## config.mk

```make
export PLATFORM = sky130hd
export DESIGN_NAME = abd_pcim_rd_master
export DESIGN_NICKNAME = d
export VERILOG_FILES = /design/src/rtl/abd_pcim_rd_master.sv
export SDC_FILE = /design/constraint.sdc
export NUM_CORES = 1
export LEC_CHECK = 0
export CORE_AREA = 2 2 481 483
export DETAILED_ROUTE_END_ITERATION = 10
export DIE_AREA = 0 0 483 485
export GPL_TIMING_DRIVEN = 0
export HOLD_SLACK_MARGIN = 0.06
export PLACE_DENSITY = 0.34
export SETUP_SLACK_MARGIN = 0.5
export SLEW_MARGIN = 40
export SYNTH_ARGS = -nofsm -noshare
export SYNTH_HDL_FRONTEND = slang
export SYNTH_SLANG_ARGS = --single-unit
export TNS_END_PERCENT = 30
```

## constraint.sdc

```tcl
create_clock -name clk -period 5.4 [get_ports clk]
set_clock_uncertainty 0.05 [all_clocks]
set_input_delay 1.08 -clock clk [delete_from_list [all_inputs] [get_ports clk]]
set_output_delay 1.08 -clock clk [all_outputs]
set_load 0.02 [all_outputs]
```

## src/rtl/abd_pcim_rd_master.sv

```systemverilog
// AXI4 read master for the PCIM interface: turns tagged internal read requests into
// 4KB-safe AR bursts and returns the R beats in order as tagged response beats.
module abd_pcim_rd_master #(
   parameter int          LOG_DEPTH = 4,
   parameter logic [5:0]  AXI_ID    = 6'd0
) (
   input  logic                 clk,
   input  logic                 rst,
   input  logic                 req_valid,
   output logic                 req_ready,
   input  logic [63:0]          req_addr,
   input  logic [6:0]           req_beats,
   input  logic [7:0]           req_tag,
   output logic [5:0]           arid,
   output logic [63:0]          araddr,
   output logic [7:0]           arlen,
   output logic [2:0]           arsize,
   output logic                 arvalid,
   input  logic                 arready,
   input  logic [5:0]           rid,
   input  logic [511:0]         rdata,
   input  logic [1:0]           rresp,
   input  logic                 rlast,
   input  logic                 rvalid,
   output logic                 rready,
   output logic                 resp_valid,
   input  logic                 resp_ready,
   output logic [511:0]         resp_data,
   output logic [7:0]           resp_tag,
   output logic                 resp_last,
   output logic                 resp_err,
   output logic [LOG_DEPTH:0]   outstanding_count,
   output logic [1:0]           err_sticky
);

   localparam int                DEPTH    = 1 << LOG_DEPTH;
   localparam logic [LOG_DEPTH:0] FULL_CNT = (LOG_DEPTH + 1)'(DEPTH);

   typedef enum logic {IDLE, ISSUE} state_t;

   typedef struct packed {
      logic [7:0] tag;
      logic [6:0] seg;
      logic       is_final;
   } entry_t;

   state_t                state;
   logic [63:0]           cur_addr;
   logic [6:0]            beats_left;
   logic [7:0]            cur_tag;

   entry_t                fifo_mem [DEPTH];
   logic [LOG_DEPTH-1:0]  wr_ptr;
   logic [LOG_DEPTH-1:0]  rd_ptr;
   logic [5:0]            beat_cnt;
   entry_t                head;

   logic [6:0]            space;
   logic [6:0]            seg;
   logic                  seg_final;
   logic                  fifo_empty;
   logic                  seg_end;
   logic                  ar_fire;
   logic                  r_fire;
   logic                  pop;
   logic [LOG_DEPTH:0]    cnt_next;
   logic                  unused_addr_bits;

   // Low address bits are discarded on request capture; requests are 64B aligned.
   assign unused_addr_bits = ^req_addr[5:0];

   // Segment length: stop at the next 4KB boundary. 7-bit math makes an aligned start yield 64.
   assign space     = 7'd64 - {1'b0, cur_addr[11:6]};
   assign seg       = (beats_left < space) ? beats_left : space;
   assign seg_final = (seg == beats_left);

   assign arid   = AXI_ID;
   assign araddr = cur_addr;
   assign arlen  = {1'b0, seg - 7'd1};
   assign arsize = 3'b110;

   assign fifo_empty = (outstanding_count == '0);
   assign head       = fifo_mem[rd_ptr];
   assign seg_end    = ({1'b0, beat_cnt} == (head.seg - 7'd1));

   assign rready     = resp_ready && !fifo_empty;
   assign resp_valid = rvalid && !fifo_empty;
   assign resp_data  = rdata;
   assign resp_tag   = head.tag;
   assign resp_last  = head.is_final && seg_end;
   assign resp_err   = (rresp != 2'b00);

   assign ar_fire = arvalid && arready;
   assign r_fire  = rvalid && rready;
   assign pop     = r_fire && seg_end;

   // NOTE: every signal driven from always_comb gets a default first so no latch is inferred.
   always_comb begin
      cnt_next = outstanding_count;
      if (ar_fire && !pop)
         cnt_next = outstanding_count + 1'b1;
      else if (!ar_fire && pop)
         cnt_next = outstanding_count - 1'b1;
   end

   // NOTE: sequential state uses non-blocking assignments only, so every flop samples pre-edge values.
   always_ff @(posedge clk) begin
      if (rst) begin
         state      <= IDLE;
         req_ready  <= 1'b0;
         arvalid    <= 1'b0;
         cur_addr   <= '0;
         beats_left <= '0;
         cur_tag    <= '0;
      end else begin
         case (state)
            IDLE: begin
               req_ready <= 1'b1;
               if (req_valid && req_ready) begin
                  cur_addr   <= {req_addr[63:6], 6'b0};
                  beats_left <= req_beats;
                  cur_tag    <= req_tag;
                  req_ready  <= 1'b0;
                  state      <= ISSUE;
               end
            end
            ISSUE: begin
               if (ar_fire) begin
                  cur_addr   <= cur_addr + {51'b0, seg, 6'b0};
                  beats_left <= beats_left - seg;
                  if (seg_final) begin
                     arvalid   <= 1'b0;
                     req_ready <= 1'b1;
                     state     <= IDLE;
                  end else begin
                     arvalid <= (cnt_next < FULL_CNT);
                  end
               end else if (!arvalid) begin
                  // Credit gates only the rising edge; a raised arvalid waits for arready.
                  arvalid <= (cnt_next < FULL_CNT);
               end
            end
            default: state <= IDLE;
         endcase
      end
   end

   always_ff @(posedge clk) begin
      if (rst) begin
         wr_ptr            <= '0;
         rd_ptr            <= '0;
         beat_cnt          <= '0;
         outstanding_count <= '0;
         err_sticky        <= 2'b00;
      end else begin
         outstanding_count <= cnt_next;
         if (ar_fire)
            wr_ptr <= wr_ptr + 1'b1;
         if (r_fire) begin
            if (seg_end) begin
               rd_ptr   <= rd_ptr + 1'b1;
               beat_cnt <= '0;
            end else begin
               beat_cnt <= beat_cnt + 1'b1;
            end
            // The beat count stays authoritative; rlast and rid only feed the error flag.
            if ((rlast != seg_end) || (rid != AXI_ID))
               err_sticky[1] <= 1'b1;
            if (rresp != 2'b00)
               err_sticky[0] <= 1'b1;
         end
      end
   end

   // NOTE: the bookkeeping storage has no reset; the pointers and count define which entries are valid.
   always_ff @(posedge clk) begin
      if (ar_fire)
         fifo_mem[wr_ptr] <= '{tag: cur_tag, seg: seg, is_final: seg_final};
   end

endmodule
```

# == After elaboration in Yosys (flattened, before gate mapping) ==
# Memories as Yosys holds them, arrays and structs flattened. A register that Yosys moved wholly into a read port is not among the register bits.
# Cells that the tools add are included.
# totals
register_bits,103
latch_bits,0
ramBits,256
mem_bits_ro,0
inputBits,606
output_inout_bits,614
elab_cells,79
memories,1
# memory_table
name,depth,word_bits,rd,rd_clocked_by_memory_dff,write_ports,line,text
fifo_mem,16,16,1,1,1,52,entry_t fifo_mem [DEPTH];
# classes
n_addsub,10
n_mul,0
n_div,0
n_lt_le_gt_ge,2
eq_ne,6
n_shift,0
n_mux,25
bitwise,1
n_reduce_logical,22
# ops
operator,n
$mux 64,2
$pmux 64 s2,1
$add 64x13->64,1
$mux 7,3
$pmux 7 s2,1
$sub 7x1->7 const B,2
$reduce_and 2->1,6
$mux 1,11
$mux 5,2
$logic_and 1x1->1,9
$add 4x1->4 const B,2
$mux 4,2
$eq 6x7->1,1
$eq 7x7->1,1
$lt 7x7->1,1
$sub 7x6->7 const A,1
$sub 7x7->7,1
$add 6x1->6 const B,1
$mux 6,1
$reduce_bool 6->1,1
$add 5x1->5 const B,1
$logic_not 5->1,1
$lt 5x5->1 const B,1
$sub 5x1->5 const B,1
8 further kinds,12

# == Longest topological paths before layout ==
# depth
ltp_word,11
depth_mapped,23
mapped_depth_nobuf,23

# == Least setup slack after synthesis ==
# Ideal clock, no wire load.
# synth_path
kind,register -> register
from,register cur_addr[6] (netlist: araddr[6])
to,memory fifo_mem[0][0] (netlist bit) (data pin)
setup_time_ns,0.531
arrival_ns,5.250
required_time_ns,4.819
slack_ns,-0.431
path_stages_with_launch,15
n_path_buf,0
period_less_slack_ns,5.831
cell_sequence,dfxtp_1 -> inv_1 -> ha_1 -> inv_1 -> ha_1 -> a21o_1 -> a21o_1 -> a21o_1 -> a21oi_1 -> o21a_1 -> mux2i_1 -> inv_1 -> ha_1 -> nand4_1 -> a2111oi_0
# synth_via
elab_chain_len,4
# synth_rtl
element,line,text
start: declaration,48,logic [63:0] cur_addr;
start signal: assignment,120,"cur_addr <= {req_addr[63:6], 6'b0};"
start signal: assignment,129,"cur_addr <= cur_addr + {51'b0, seg, 6'b0};"
$sub 7x6->7 *,73,"assign space = 7'd64 - {1'b0, cur_addr[11:6]};"
$lt 7x7->1,74,assign seg = (beats_left < space) ? beats_left : space;
$mux 7 *,74,
via seg[0],59,logic [6:0] seg;
$eq 7x7->1 *,75,assign seg_final = (seg == beats_left);
via seg_final,60,logic seg_final;
end: declaration,52,
# Mark *: on every way through the listed nets, which the timed path passes. The rest lies on a longest branch.

# == Final worst setup path ==
# layout_path
from,register cur_addr[7] (netlist: araddr[7])
to,output arlen[5]
# layout_via
elab_chain_len,4
# layout_rtl
element,line,text
$sub 7x6->7 *,73,
$lt 7x7->1,74,
$mux 7 *,74,
$sub 7x1->7 *,79,"assign arlen = {1'b0, seg - 7'd1};"
end: declaration,16,"output logic [7:0] arlen,"
# Every way passes the cells marked *; elsewhere a longest branch is shown, timed or not.

==> reports/qor.csv <==
stage,metric,value,unit
synthesis,"Seq/Total Area, Yosys",47.5,%
floorplan,Core ar.,229000,sq um
drt,"antenna viol nets, final",0,
placement,final RePlAce weighted congestion,0.944,
sta,final cycle utilization of the critical path,89.8,%
global_routing,wire length of the first global-routing pass,205000,microns
sta,Hold WS,445,ps
sta,RSZ-0062 raised after global routing,yes,
clocking,Clock Latency Late Sink,610,ps
clocking,clk slew on worst S/H paths,60,ps
synthesis,Area contributors post-synth,"edfxtp_1 38%, buf_4 19%, dfxtp_1 9.9%",
sta,Slew headroom,40.7,%
sta,FMAX,206,MHz
critical_path,Critical Path Fanout Max,5,
global_routing,GRT Overall Usage,13.6,%
drt,routed via count,17400,
worst_hold_path,Worst Hold Class,reg -> reg,
synthesis,mapped cell area,20500,sq um
power_and_ir_drop,leakage power figure,12.0,nW
drt,DRC violations left,0,
clocking,CTS tree,done,
synthesis,Syn Inst Count,1803,
drt,Pre-antenna DRT Iters,5,
critical_path,worst r2r path cells,24,
synthesis,synthesis-stage register bit count,357,
clocking,total CTS buffers,44,
placement,Final HPWL DP,149000,microns
synthesis,post-synthesis cell type count,67,
floorplan,Die Ht,485,microns
clocking,Bufs on Longest Clock Path,3,
power_and_ir_drop,Pwr Total,8.61,mW
drt,drt total wl,167000,microns
power_and_ir_drop,worst vdd ir,0.000141,V
global_routing,total grt overflow,0,
power_and_ir_drop,pwr dens,252,nW/um^2
global_routing,initial antenna violation count,105,
synthesis,synthesis warning total,0,
synthesis,"area leader, netlist",edfxtp_1,
job,maxcap violations,0,
placement,IO Port Bufs,684,
drt,starting DRC count in detailed routing,988,
synthesis,synthesized area per cell,11.3,sq um
sta,Fin. Hold Viols,0,
synthesis,Post-synth top flop,edfxtp_1,
drt,Via density,3.04,
layout,# nets final,3267,
synthesis,Post-synth EDFFs,256,
status,status,"complete, no violations",
critical_path,Crit. End Element,output port,
floorplan,# IOs,1220,
floorplan,Starting Density,8.93,%
synthesis,ys async rst share,0,%
sta,final setup fails,0,
clocking,Sink Count,357,
floorplan,floorplan row count,176,
layout,area growth from synthesis to layout,66.7,%
critical_path,Setup crit start kind,flop,
critical_path,Critical Path AT,3720,ps
floorplan,die width,483,microns
floorplan,die area,234000,sq um
synthesis,post-synth top area share,37.6,%
critical_path,CP Class,reg -> out,
sta,Tightest Pin Transition,887,ps
layout,fraction of layout cells with a size suffix above 1,34.2,%
worst_hold_path,hold depth,2,
critical_path,Critical Path RT,4270,ps
sta,"Slew Viols, Final",0,
global_routing,largest net degree at the start of global routing,19,
global_routing,vias in the first global route,17400,
clocking,H-tree depth,2,
sta,minimum clock period,4850,ps
layout,post-layout util,14.9,%
clocking,Root Buffer,clkbuf_16,
drt,DR WL/cell,29.2,microns
==> logic make-up (layout without fill, tap and decap cells) <==
group                    count (synthesis)  count (layout)  share of synthesized area, %
multiplexers                           136             136                          11.1
flip-flops                             357             357                          47.5
other                                    2              56                        0.0367
adder cells (fa/ha/maj)                 36              36                          2.27
buffers and inverters                  648            1492                          21.8
XOR/XNOR                                34              34                          1.49
AO/OA/AOI/OAI                          221             221                          7.30
AND/OR/NAND/NOR                        369             369                          8.54
==> through the flow <==
| stage | instance area [sq um] | std cells | setup slack (ps) | TNS, ps |
|---|---|---|---|---|
| 2_1_floorplan | 20500 | 1817 | 480 | 0 |
| 3_3_place_gp | 31200 | 5527 | -2110 | -267390 |
| 3_5_place_dp | 31700 | 5562 | -1250 | -46000 |
| 4_1_cts | 33700 | 5667 | 237 | 0 |
| 5_1_grt | 34000 | 5695 | 410 | 0 |
| 6_report | 34100 | 5727 | 549 | 0 |
==> synth_stat cells, drive strengths merged (9+ instances only) <==
| master | n |
|---|---|
| buf | 547 |
| edfxtp | 256 |
| nand2 | 129 |
| dfxtp | 101 |
| nor2 | 81 |
| mux4 | 72 |
| a21oi | 58 |
| clkbuf | 53 |
| mux2i | 49 |
| inv | 48 |
| ha | 34 |
| nand3 | 34 |
| nand4 | 30 |
| o21ai | 29 |
| nor3 | 24 |
| a221oi | 21 |
| xnor2 | 21 |
| a211oi | 18 |
| a31oi | 15 |
| mux2 | 15 |
| a21o | 14 |
| and3 | 13 |
| xor2 | 13 |
| a22oi | 11 |
| or4 | 9 |
==> state kept, by name, summed over array words and instances (netlist names), named ones only <==
signal / cells
arvalid: 1
araddr: 58
beats_left: 7
fifo_mem: 256
wr_ptr: 4
outstanding_count: 5
rd_ptr: 4
cur_tag: 8
err_sticky: 2
state: 1
req_ready: 1
beat_cnt: 6
==> layout make-up <==
type	instances	area [sq um]
multi-input combinational	812	6800
buffer	600	4400
inverter	48	205
clock buffer	61	1230
clock inverter	21	288
sequential	357	9720
tap	3026	3790
fill	25700	195000
timing repair buffer	762	7570
antenna	40	100
==> cell usage in the layout, fill, tap and decap left out, types with 30 or more instances in the layout <==
master           count
a21oi_1             54
buf_2               30
buf_4              580
clkbuf_1            41
clkbuf_16           45
clkdlybuf4s50_1    658
dfxtp_1             95
diode_2             40
edfxtp_1           256
inv_1               38
mux2i_1             41
mux4_2              72
nand2_1            129
nand3_1             34
nand4_1             30
nor2_1              64
==> where the power goes <==
part	switching (mW)	internal, mW
logic	1.32	1.04
clock network	1.30	1.82
registers	0.0847	3.04
==> critical path, stage by stage (launching register included) <==
cell and delay, ps:
dfxtp_2 350, inv_4 60, ha_4 260, inv_1 40, ha_1 260, a21o_1 150
a21o_1 180, a21o_1 180, a21oi_4 210, o21ai_4 90, buf_12 160, mux2i_4 300
buf_6 150, buf_4 110, nand4_1 90, xnor2_1 230, clkdlybuf4s15_2 310
==> worst paths after layout <==
kind | startpoint | to | slack (ps)
setup reg to reg | araddr[7]$_SDFFE_PP0P_ | araddr[54]$_SDFFE_PP0P_ | 650
setup / recovery | araddr[7]$_SDFFE_PP0P_ | arlen[5] | 550
hold / removal | err_sticky[0]$_SDFFE_PP0P_ | err_sticky[0]$_SDFFE_PP0P_ | 440
hold reg to reg | err_sticky[0]$_SDFFE_PP0P_ | err_sticky[0]$_SDFFE_PP0P_ | 440
==> layer usage <==
layer	global-route usage [%]	routed length, microns	vias to the layer above
li1	-	-	7680
met1	15.7	66100	8557
met2	20.8	72400	923
met3	9.76	26200	205
met4	1.58	2220	58
met5	1.59	387	-
==> timing repair <==
action,in CTS,in global routing
resized for setup,83,61
pin swaps,10,22
hold buffers,0,0
setup buffers,23,19
setup endpoints to repair,98,74
gates cloned,0,1
(Power assumes the default switching activity.)
